## src/rtl/project_gen_if.sv

```systemverilog
// Bus between the slot-projection engine and its requester / two-bank FFT BRAM.
interface project_gen_if #(
  parameter int unsigned LOGN_MAX     = 15,
  parameter int unsigned FLP_WORDSIZE = 64
);
  localparam int unsigned LogNW = $clog2(LOGN_MAX + 1);
  localparam int unsigned AddrW = LOGN_MAX - 1;
  localparam int unsigned DataW = 2 * FLP_WORDSIZE;

  // Control handshake
  logic             start;
  logic [LogNW-1:0] log_n;
  logic             gen_sel;
  logic             inverse;
  logic             busy;
  logic             done;
  logic             err;

  // BRAM port: shared addresses, per-bank write enables
  logic [AddrW-1:0] fft_rd_addr;
  logic [AddrW-1:0] fft_wr_addr;
  logic             fft_bank0_wea;
  logic             fft_bank1_wea;
  logic [DataW-1:0] fft_bank0_rd_data;
  logic [DataW-1:0] fft_bank1_rd_data;
  logic [DataW-1:0] fft_wr_data;

  // Engine side
  modport slave (
    input  start, log_n, gen_sel, inverse, fft_bank0_rd_data, fft_bank1_rd_data,
    output busy, done, err, fft_rd_addr, fft_wr_addr, fft_bank0_wea, fft_bank1_wea,
    output fft_wr_data
  );

  // Requester / memory side
  modport master (
    output start, log_n, gen_sel, inverse, fft_bank0_rd_data, fft_bank1_rd_data,
    input  busy, done, err, fft_rd_addr, fft_wr_addr, fft_bank0_wea, fft_bank1_wea,
    input  fft_wr_data
  );
endinterface

```

## src/rtl/project_gen.sv

```systemverilog
// Slot-projection engine: walks the rotation group g^j mod 2N, folds the index through
// bit reversal and moves N/2 complex slots between the source and destination regions
// of a two-bank FFT BRAM, conjugating slots whose fold crosses the half-ring.
module project_gen #(
  parameter int unsigned LOGN_MIN     = 13,
  parameter int unsigned LOGN_MAX     = 15,
  parameter int unsigned FLP_WORDSIZE = 64,
  parameter int unsigned BRAM_RD_LAT  = 2   // must be >= 1
) (
  input logic          clk,
  input logic          rst_n,
  project_gen_if.slave bus
);
  localparam int unsigned LogNW = $clog2(LOGN_MAX + 1);
  localparam int unsigned AW    = LOGN_MAX - 1;   // step / word index / address width
  localparam int unsigned PW    = LOGN_MAX + 1;   // position register width
  localparam int unsigned DW    = 2 * FLP_WORDSIZE;
  localparam int unsigned CW    = (BRAM_RD_LAT > 1) ? $clog2(BRAM_RD_LAT) : 1;

  typedef enum logic [1:0] {StIdle, StIssue, StDrain, StDone} state_e;

  state_e           r_state, w_state_d;
  logic [LogNW-1:0] r_log_n;
  logic             r_gen5;
  logic             r_inv;
  logic [AW-1:0]    r_j;
  logic [PW-1:0]    r_pos;
  logic [CW-1:0]    r_drain_cnt;
  logic             r_err;

  // Read-to-write alignment pipeline, one entry per cycle of BRAM latency
  logic             r_pipe_vld  [BRAM_RD_LAT];
  logic             r_pipe_bank [BRAM_RD_LAT];
  logic             r_pipe_conj [BRAM_RD_LAT];
  logic [AW-1:0]    r_pipe_word [BRAM_RD_LAT];

  logic             w_idle_like, w_cfg_ok, w_accept, w_reject;
  logic [PW-1:0]    w_n, w_s, w_mask, w_pos_next;
  logic [AW-1:0]    w_s_last;
  logic [LOGN_MAX-1:0] w_half, w_rev, w_idx;
  logic             w_conj;
  logic [AW-1:0]    w_a, w_rd_word, w_wr_word;
  logic             w_wr_vld, w_wr_bank;
  logic [DW-1:0]    w_sel_data, w_conj_mask;

  // Start qualification; the done cycle behaves like idle so passes can chain
  assign w_idle_like = (r_state == StIdle) || (r_state == StDone);
  assign w_cfg_ok    = (32'(bus.log_n) >= LOGN_MIN) && (32'(bus.log_n) <= LOGN_MAX);
  assign w_accept    = w_idle_like && bus.start && w_cfg_ok;
  assign w_reject    = w_idle_like && bus.start && !w_cfg_ok;

  // Ring geometry for the captured degree
  assign w_n        = PW'(1) << r_log_n;
  assign w_s        = w_n >> 1;
  assign w_s_last   = AW'(w_s - PW'(1));
  assign w_mask     = w_n | (w_n - PW'(1));     // M-1 = 2N-1
  assign w_pos_next = ((r_gen5 ? (r_pos << 2) : (r_pos << 1)) + r_pos) & w_mask;

  // pos is always odd, so (pos-1)>>1 is an exact log_n-bit index
  assign w_half = LOGN_MAX'((r_pos - PW'(1)) >> 1);

  // Full-width bit reversal, realigned below to the runtime degree
  always_comb begin
    w_rev = '0;
    for (int i = 0; i < int'(LOGN_MAX); i++) begin
      w_rev[i] = w_half[LOGN_MAX-1-i];
    end
  end

  assign w_idx     = w_rev >> (LogNW'(LOGN_MAX) - r_log_n);
  assign w_conj    = ({1'b0, w_idx} >= w_s);
  assign w_a       = w_conj ? AW'(w_n - PW'(1) - {1'b0, w_idx}) : AW'(w_idx);
  assign w_rd_word = r_inv ? r_j : w_a;
  assign w_wr_word = r_inv ? w_a : r_j;

  // FSM state register
  always_ff @(posedge clk or negedge rst_n) begin
    if (!rst_n) r_state <= StIdle;
    else        r_state <= w_state_d;
  end

  // FSM next state
  always_comb begin
    w_state_d = r_state;
    case (r_state)
      StIdle, StDone: w_state_d = w_accept ? StIssue : StIdle;
      StIssue:        if (r_j == w_s_last) w_state_d = StDrain;
      StDrain:        if (r_drain_cnt == CW'(BRAM_RD_LAT - 1)) w_state_d = StDone;
      default:        w_state_d = StIdle;
    endcase
  end

  // Config capture, step/position walk, drain counter and error pulse
  always_ff @(posedge clk or negedge rst_n) begin
    if (!rst_n) begin
      r_log_n     <= '0;
      r_gen5      <= 1'b0;
      r_inv       <= 1'b0;
      r_j         <= '0;
      r_pos       <= '0;
      r_drain_cnt <= '0;
      r_err       <= 1'b0;
    end else begin
      r_err <= w_reject;
      if (w_accept) begin
        r_log_n <= bus.log_n;
        r_gen5  <= bus.gen_sel;
        r_inv   <= bus.inverse;
        r_j     <= '0;
        r_pos   <= PW'(1);
      end else if (r_state == StIssue) begin
        r_j   <= r_j + AW'(1);
        r_pos <= w_pos_next;
      end
      if (r_state == StIssue)      r_drain_cnt <= '0;
      else if (r_state == StDrain) r_drain_cnt <= r_drain_cnt + CW'(1);
    end
  end

  // Carry bank select, conjugate flag and write word alongside the BRAM read
  always_ff @(posedge clk or negedge rst_n) begin
    if (!rst_n) begin
      for (int i = 0; i < int'(BRAM_RD_LAT); i++) begin
        r_pipe_vld[i]  <= 1'b0;
        r_pipe_bank[i] <= 1'b0;
        r_pipe_conj[i] <= 1'b0;
        r_pipe_word[i] <= '0;
      end
    end else begin
      r_pipe_vld[0]  <= (r_state == StIssue);
      r_pipe_bank[0] <= w_rd_word[0];
      r_pipe_conj[0] <= w_conj;
      r_pipe_word[0] <= w_wr_word;
      for (int i = 1; i < int'(BRAM_RD_LAT); i++) begin
        r_pipe_vld[i]  <= r_pipe_vld[i-1];
        r_pipe_bank[i] <= r_pipe_bank[i-1];
        r_pipe_conj[i] <= r_pipe_conj[i-1];
        r_pipe_word[i] <= r_pipe_word[i-1];
      end
    end
  end

  assign w_wr_vld    = r_pipe_vld[BRAM_RD_LAT-1];
  assign w_wr_bank   = r_pipe_word[BRAM_RD_LAT-1][0];
  assign w_sel_data  = r_pipe_bank[BRAM_RD_LAT-1] ? bus.fft_bank1_rd_data
                                                  : bus.fft_bank0_rd_data;
  // Sign bit of the imaginary (low) word
  assign w_conj_mask = {{(DW-1){1'b0}}, r_pipe_conj[BRAM_RD_LAT-1]} << (FLP_WORDSIZE - 1);

  // Outputs are gated so that every one of them reads 0 while held in reset
  assign bus.busy          = (r_state == StIssue) || (r_state == StDrain);
  assign bus.done          = (r_state == StDone);
  assign bus.err           = r_err;
  assign bus.fft_rd_addr   = (r_state == StIssue) ? {1'b0, w_rd_word[AW-1:1]} : '0;
  assign bus.fft_wr_addr   = w_wr_vld ? {1'b1, r_pipe_word[BRAM_RD_LAT-1][AW-1:1]} : '0;
  assign bus.fft_bank0_wea = w_wr_vld && !w_wr_bank;
  assign bus.fft_bank1_wea = w_wr_vld && w_wr_bank;
  assign bus.fft_wr_data   = w_wr_vld ? (w_sel_data ^ w_conj_mask) : '0;

endmodule
```

## src/flat_wrapper.sv

```systemverilog
// flat-port wrapper written by rule: the top's interface ports become plain ports
module project_gen_flat 
#(
  parameter int unsigned LOGN_MIN     = 13,
  parameter int unsigned LOGN_MAX     = 15,
  parameter int unsigned FLP_WORDSIZE = 64,
  parameter int unsigned BRAM_RD_LAT  = 2                  
)
  (clk, rst_n, bus_start, bus_log_n, bus_gen_sel, bus_inverse, bus_fft_bank0_rd_data, bus_fft_bank1_rd_data, bus_busy, bus_done, bus_err, bus_fft_rd_addr, bus_fft_wr_addr, bus_fft_bank0_wea, bus_fft_bank1_wea, bus_fft_wr_data);
  project_gen_if #(.LOGN_MAX(LOGN_MAX), .FLP_WORDSIZE(FLP_WORDSIZE)) bus_i ();
  input logic clk;
  input logic rst_n;
  input wire logic [$bits(bus_i.start)-1:0] bus_start;
  input wire logic [$bits(bus_i.log_n)-1:0] bus_log_n;
  input wire logic [$bits(bus_i.gen_sel)-1:0] bus_gen_sel;
  input wire logic [$bits(bus_i.inverse)-1:0] bus_inverse;
  input wire logic [$bits(bus_i.fft_bank0_rd_data)-1:0] bus_fft_bank0_rd_data;
  input wire logic [$bits(bus_i.fft_bank1_rd_data)-1:0] bus_fft_bank1_rd_data;
  output wire logic [$bits(bus_i.busy)-1:0] bus_busy;
  output wire logic [$bits(bus_i.done)-1:0] bus_done;
  output wire logic [$bits(bus_i.err)-1:0] bus_err;
  output wire logic [$bits(bus_i.fft_rd_addr)-1:0] bus_fft_rd_addr;
  output wire logic [$bits(bus_i.fft_wr_addr)-1:0] bus_fft_wr_addr;
  output wire logic [$bits(bus_i.fft_bank0_wea)-1:0] bus_fft_bank0_wea;
  output wire logic [$bits(bus_i.fft_bank1_wea)-1:0] bus_fft_bank1_wea;
  output wire logic [$bits(bus_i.fft_wr_data)-1:0] bus_fft_wr_data;
  assign bus_i.start = bus_start;
  assign bus_i.log_n = bus_log_n;
  assign bus_i.gen_sel = bus_gen_sel;
  assign bus_i.inverse = bus_inverse;
  assign bus_i.fft_bank0_rd_data = bus_fft_bank0_rd_data;
  assign bus_i.fft_bank1_rd_data = bus_fft_bank1_rd_data;
  assign bus_busy = bus_i.busy;
  assign bus_done = bus_i.done;
  assign bus_err = bus_i.err;
  assign bus_fft_rd_addr = bus_i.fft_rd_addr;
  assign bus_fft_wr_addr = bus_i.fft_wr_addr;
  assign bus_fft_bank0_wea = bus_i.fft_bank0_wea;
  assign bus_fft_bank1_wea = bus_i.fft_bank1_wea;
  assign bus_fft_wr_data = bus_i.fft_wr_data;
  project_gen #(.LOGN_MIN(LOGN_MIN), .LOGN_MAX(LOGN_MAX), .FLP_WORDSIZE(FLP_WORDSIZE), .BRAM_RD_LAT(BRAM_RD_LAT)) u_core (.clk(clk), .rst_n(rst_n), .bus(bus_i));
endmodule
```

## config.mk

```make
export PLATFORM = sky130hd
export DESIGN_NAME = project_gen_flat
export DESIGN_NICKNAME = d
export VERILOG_FILES = /design/src/rtl/project_gen_if.sv /design/src/rtl/project_gen.sv /design/src/flat_wrapper.sv
export SDC_FILE = /design/constraint.sdc
export NUM_CORES = 1
export LEC_CHECK = 0
export BUFFER_PORTS_ARGS = -buffer_cell sky130_fd_sc_hd__buf_2
export CELL_PAD_IN_SITES_DETAIL_PLACEMENT = 1
export CELL_PAD_IN_SITES_GLOBAL_PLACEMENT = 1
export CORE_MARGIN = 3
export CORE_UTILIZATION = 34
export DETAILED_ROUTE_END_ITERATION = 8
export HOLD_SLACK_MARGIN = 0.03
export PLACE_DENSITY = 0.87
export SYNTH_ARGS = -nofsm -noshare
export SYNTH_HDL_FRONTEND = slang
export SYNTH_SLANG_ARGS = --single-unit
```

## constraint.sdc

```tcl
create_clock -name clk -period 7.96 [get_ports clk]
set_clock_uncertainty 0.1 [all_clocks]
set_input_delay 1.592 -clock clk [delete_from_list [all_inputs] [get_ports clk]]
set_output_delay 1.592 -clock clk [all_outputs]
set_load 0.005 [all_outputs]
```

==> impl_metrics.toml <==
[outcome]
status = "finished clean"

[power]
power_frac_seq = 0.172
comb_power_share = 0.737
p_int_w = 0.002193
switching_share = 0.5331
p_leak_nw = 6.214
p_switching_w = 0.002504
cellPowerDensity_nw_per_um2 = 388.2
peakVddDrop_v = 0.0002212
clock_power_share = 0.091

[yosys]
synthTopCellsByCount = "mux2i_1, nor2b_1, nor2_1"
synthCells = 1184
yosysTopAreaCell = "dfrtp_1"
async_reset_ff_frac = 1.000
postSynthAreaPerCell_um2 = 7.972
ys_seq_area_frac = 0.1962
synth.area.top_cells = "dfrtp_1, mux2i_1, nor2b_1, ha_1, nor2_1"
synthFlopType = "dfrtp_1"
synth_most_common_cell = "mux2i_1"
yosys_register_bits = 74
syn_nets = 1509
syn_area_um2 = 9439
yosysTopAreaCellShare = 0.1962
ys_warn_count = 0
synth.distinct_cells = 89
synth_edf_count = 0

[cts]
clock_latency_ns = 0.35
cts_setup_buffers = 0
cts_buffers = 9
cts_hold_buf = 0
tritoncts = "yes"
root_buffer = "clkbuf_16"
clock_path_buffers = 2
clkSinkCount = 74
cts_resized = 0
cts.clk_slew.worst_paths_ns = 0.06
htree_num_levels = 3

[die]
ios = 426
start_util = 0.3483
core_um2 = 27100
dieWidth_um = 172.6
die_y_um = 172.6
die-area_um2 = 29800
rows = 60

[placement]
routabilityCongestion = 1.011
io_buffers = 424
pre_cts_slack_ns = 0.9411
dpl.hpwl_mm = 45.20

[layout]
seq_area_um2 = 1859
nets = 1870
multi_input_area_um2 = 7062
layout-drive-gt1-share = 0.3277
synthToLayoutAreaGrowth_pct = 28.21
fillCellCount = 3426

[global_routing]
grt_pass1_wl_mm = 77.00
grt_pass1_vias = 10819
grt_usage = 0.3462
overflow = 0
antenna_found_initial = 16
grt_max_degree = 145

[min_path]
min_delay_path_depth = 0
hp-class = "register to register"
hold_end = "u_core.w_wr_vld$_DFF_PN0_"
min_from = "u_core.r_pipe_vld[1]$_DFF_PN0_"

[critical_path]
worst_setup_path_end_kind = "primary output"
cp_num_cells = 22
path_cells = "inv_1, ha_1, or4b_4, nor3b_2, nor3_1, or4_1, o221ai_2, nor2_1, ha_1, nor2b_1, o21ai_0, a21oi_1, o21a_1, o21ai_0, mux2i_1, a21oi_2, a21oi_1, or3_1, a21boi_1, xnor2_1, a21oi_1, buf_2"
cp_max_fo = 8
r2r_start = "u_core.r_pos[1]$_DFFE_PN0P_"
slowest_delay_ns = 0.59
worst_path_most_repeated_cell = "a21oi_1"
arrival_ns = 5.81
reg2reg_slack_ns = 2.41
worstReg2RegEnd = "u_core.r_pipe_word[23]$_DFF_PN0_"
start_kind = "register"
crit_type = "register to primary output"
cp_top_family = "simple AND/OR/NAND/NOR gates"
path_buf_inv = 2
worst_ep_required_time_ns = 6.27
r2r_cells = 20
cp_slowest_cell = "or4_1"

[routing]
wirelength_mm = 53.95
drc = 0
drtAntennaViolNets = 0
vias_per_cell = 5.668
first_pass_iters = 5
routedWlPerCell_um = 28.01
num_vias = 10917
drt_iter0_markers = 1009

[timing]
fin_tns_setup_ns = 0
rsz0062_at_grt = "no"
drv_slew = 0
hold_viol = 0
worstMarginPinSlew_ns = 1.173
fin_crit_sh = 0.9429
period_minus_slack_ns = 7.505
setup_violations = 0
fmax_ghz = 0.1332
relSlewSlack = 0.2180
worst_slack_ns = 0.4546

[run]
max_cap_violations = 0
[state kept, by name, summed over array words and instances (netlist names)]
signal and flops:
u_core.r_pipe_word 28, u_core.r_pos 16, u_core.r_j 14, u_core.r_log_n 4, u_core.r_pipe_bank 2, u_core.r_pipe_conj 2
u_core.r_state 2, u_core.bus.err 1, u_core.r_drain_cnt 1, u_core.r_gen5 1, u_core.r_inv 1, u_core.r_pipe_vld 1
u_core.w_wr_vld 1
[power by group through the flow]
stage	combinational (W)	clock [W]	sequential [W]
finish	0.00346	0.000427	0.000810
floorplan	0.00259	0	0.000584
CTS	0.00340	0.000436	0.000801
detailed placement	0.00337	0	0.000807
global route	0.00374	0.000448	0.000836
global placement	0.00326	0	0.000791
[placed cells by master (no fill, tap or decap), drive strengths merged, types with 12 or more instances in the layout]
cell	n
nand4	12
mux2i	154
o21ai	59
nand3	19
dfrtp	74
nor3	28
nor2	99
mux2	19
and2	20
buf	440
nor2b	140
ha	58
a21oi	55
inv	41
a31oi	14
xor2	24
nor4	13
xnor2	27
nand2	96
[logic make-up after synthesis]
kind of cell / after synthesis / synth area share
xor+xnor: 51 / 0.04732
buf+inv: 131 / 0.05647
flops: 74 / 0.1962
mux: 174 / 0.1884
compound gates: 222 / 0.1630
fa+ha+maj: 61 / 0.08232
other cells: 1 / 0.0003973
simple gates: 470 / 0.2659
[per-layer routing]
metal,global-route usage,part of all wire
met1,0.4712,0.43
met2,0.5547,0.46
met3,0.07554,0.088
met4,0.09767,0.028
met5,0,0.00044
[per-stage QoR]
| step | area, µm² | power [W] | hold slack (ns) | util | instances |
|---|---|---|---|---|---|
| 2_1_floorplan | 9439 | 0.003170 | 0.2312 | - | 1184 |
| 3_5_place_dp | 11800 | 0.004180 | 0.2358 | 0.4353 | 1906 |
| 5_1_grt | 12100 | 0.005026 | 0.2612 | 0.4465 | 1926 |
| 4_1_cts | 12090 | 0.004637 | 0.2502 | 0.4462 | 1922 |
| 6_report | 12100 | 0.004697 | 0.2503 | 0.4465 | 1926 |
| 3_3_place_gp | 11800 | 0.004050 | 0.2327 | 0.4353 | 1906 |
[layout make-up]
| cell class | count | area share |
|---|---|---|
| diodes | 4 | 0.0008271 |
| clock buffers | 10 | 0.01892 |
| clock inverters | 6 | 0.005376 |
| inverters | 41 | 0.01272 |
| multi-input cells | 979 | 0.5835 |
| flip-flops and latches | 74 | 0.1536 |
| well taps | 372 | 0.03846 |
| repair buffers | 440 | 0.1865 |
[worst max path at each step]
stage,slack [ns],from,endpoint
after floorplan,1.61,u_core.r_pos[1]$_DFFE_PN0P_,bus_fft_rd_addr[8]
after global placement,1.11,u_core.r_pos[1]$_DFFE_PN0P_,bus_fft_rd_addr[12]
after detailed placement,0.94,u_core.r_pos[1]$_DFFE_PN0P_,bus_fft_rd_addr[12]
after CTS,0.54,u_core.r_pos[1]$_DFFE_PN0P_,bus_fft_rd_addr[12]
after global routing,0.08,u_core.r_pos[1]$_DFFE_PN0P_,bus_fft_rd_addr[12]
final,0.45,u_core.r_pos[1]$_DFFE_PN0P_,bus_fft_rd_addr[12]
[worst reg2reg max path, cell delays in order, from the launching register on]
cell and delay (ns):
dfrtp_1 0.45, inv_1 0.14, ha_1 0.25, or4b_4 0.58, nor3b_2 0.30, nor3_1 0.10
or4_1 0.59, o221ai_2 0.29, nor2_1 0.16, ha_1 0.31, nor2b_1 0.13, o21ai_0 0.20
a21oi_1 0.13, o21a_1 0.20, o21ai_0 0.22, mux2i_1 0.15, a21oi_1 0.28, o21bai_1 0.09
a211o_1 0.29, a31o_1 0.23, mux2_2 0.27
Note: power is estimated with default switching activity, not from simulation.
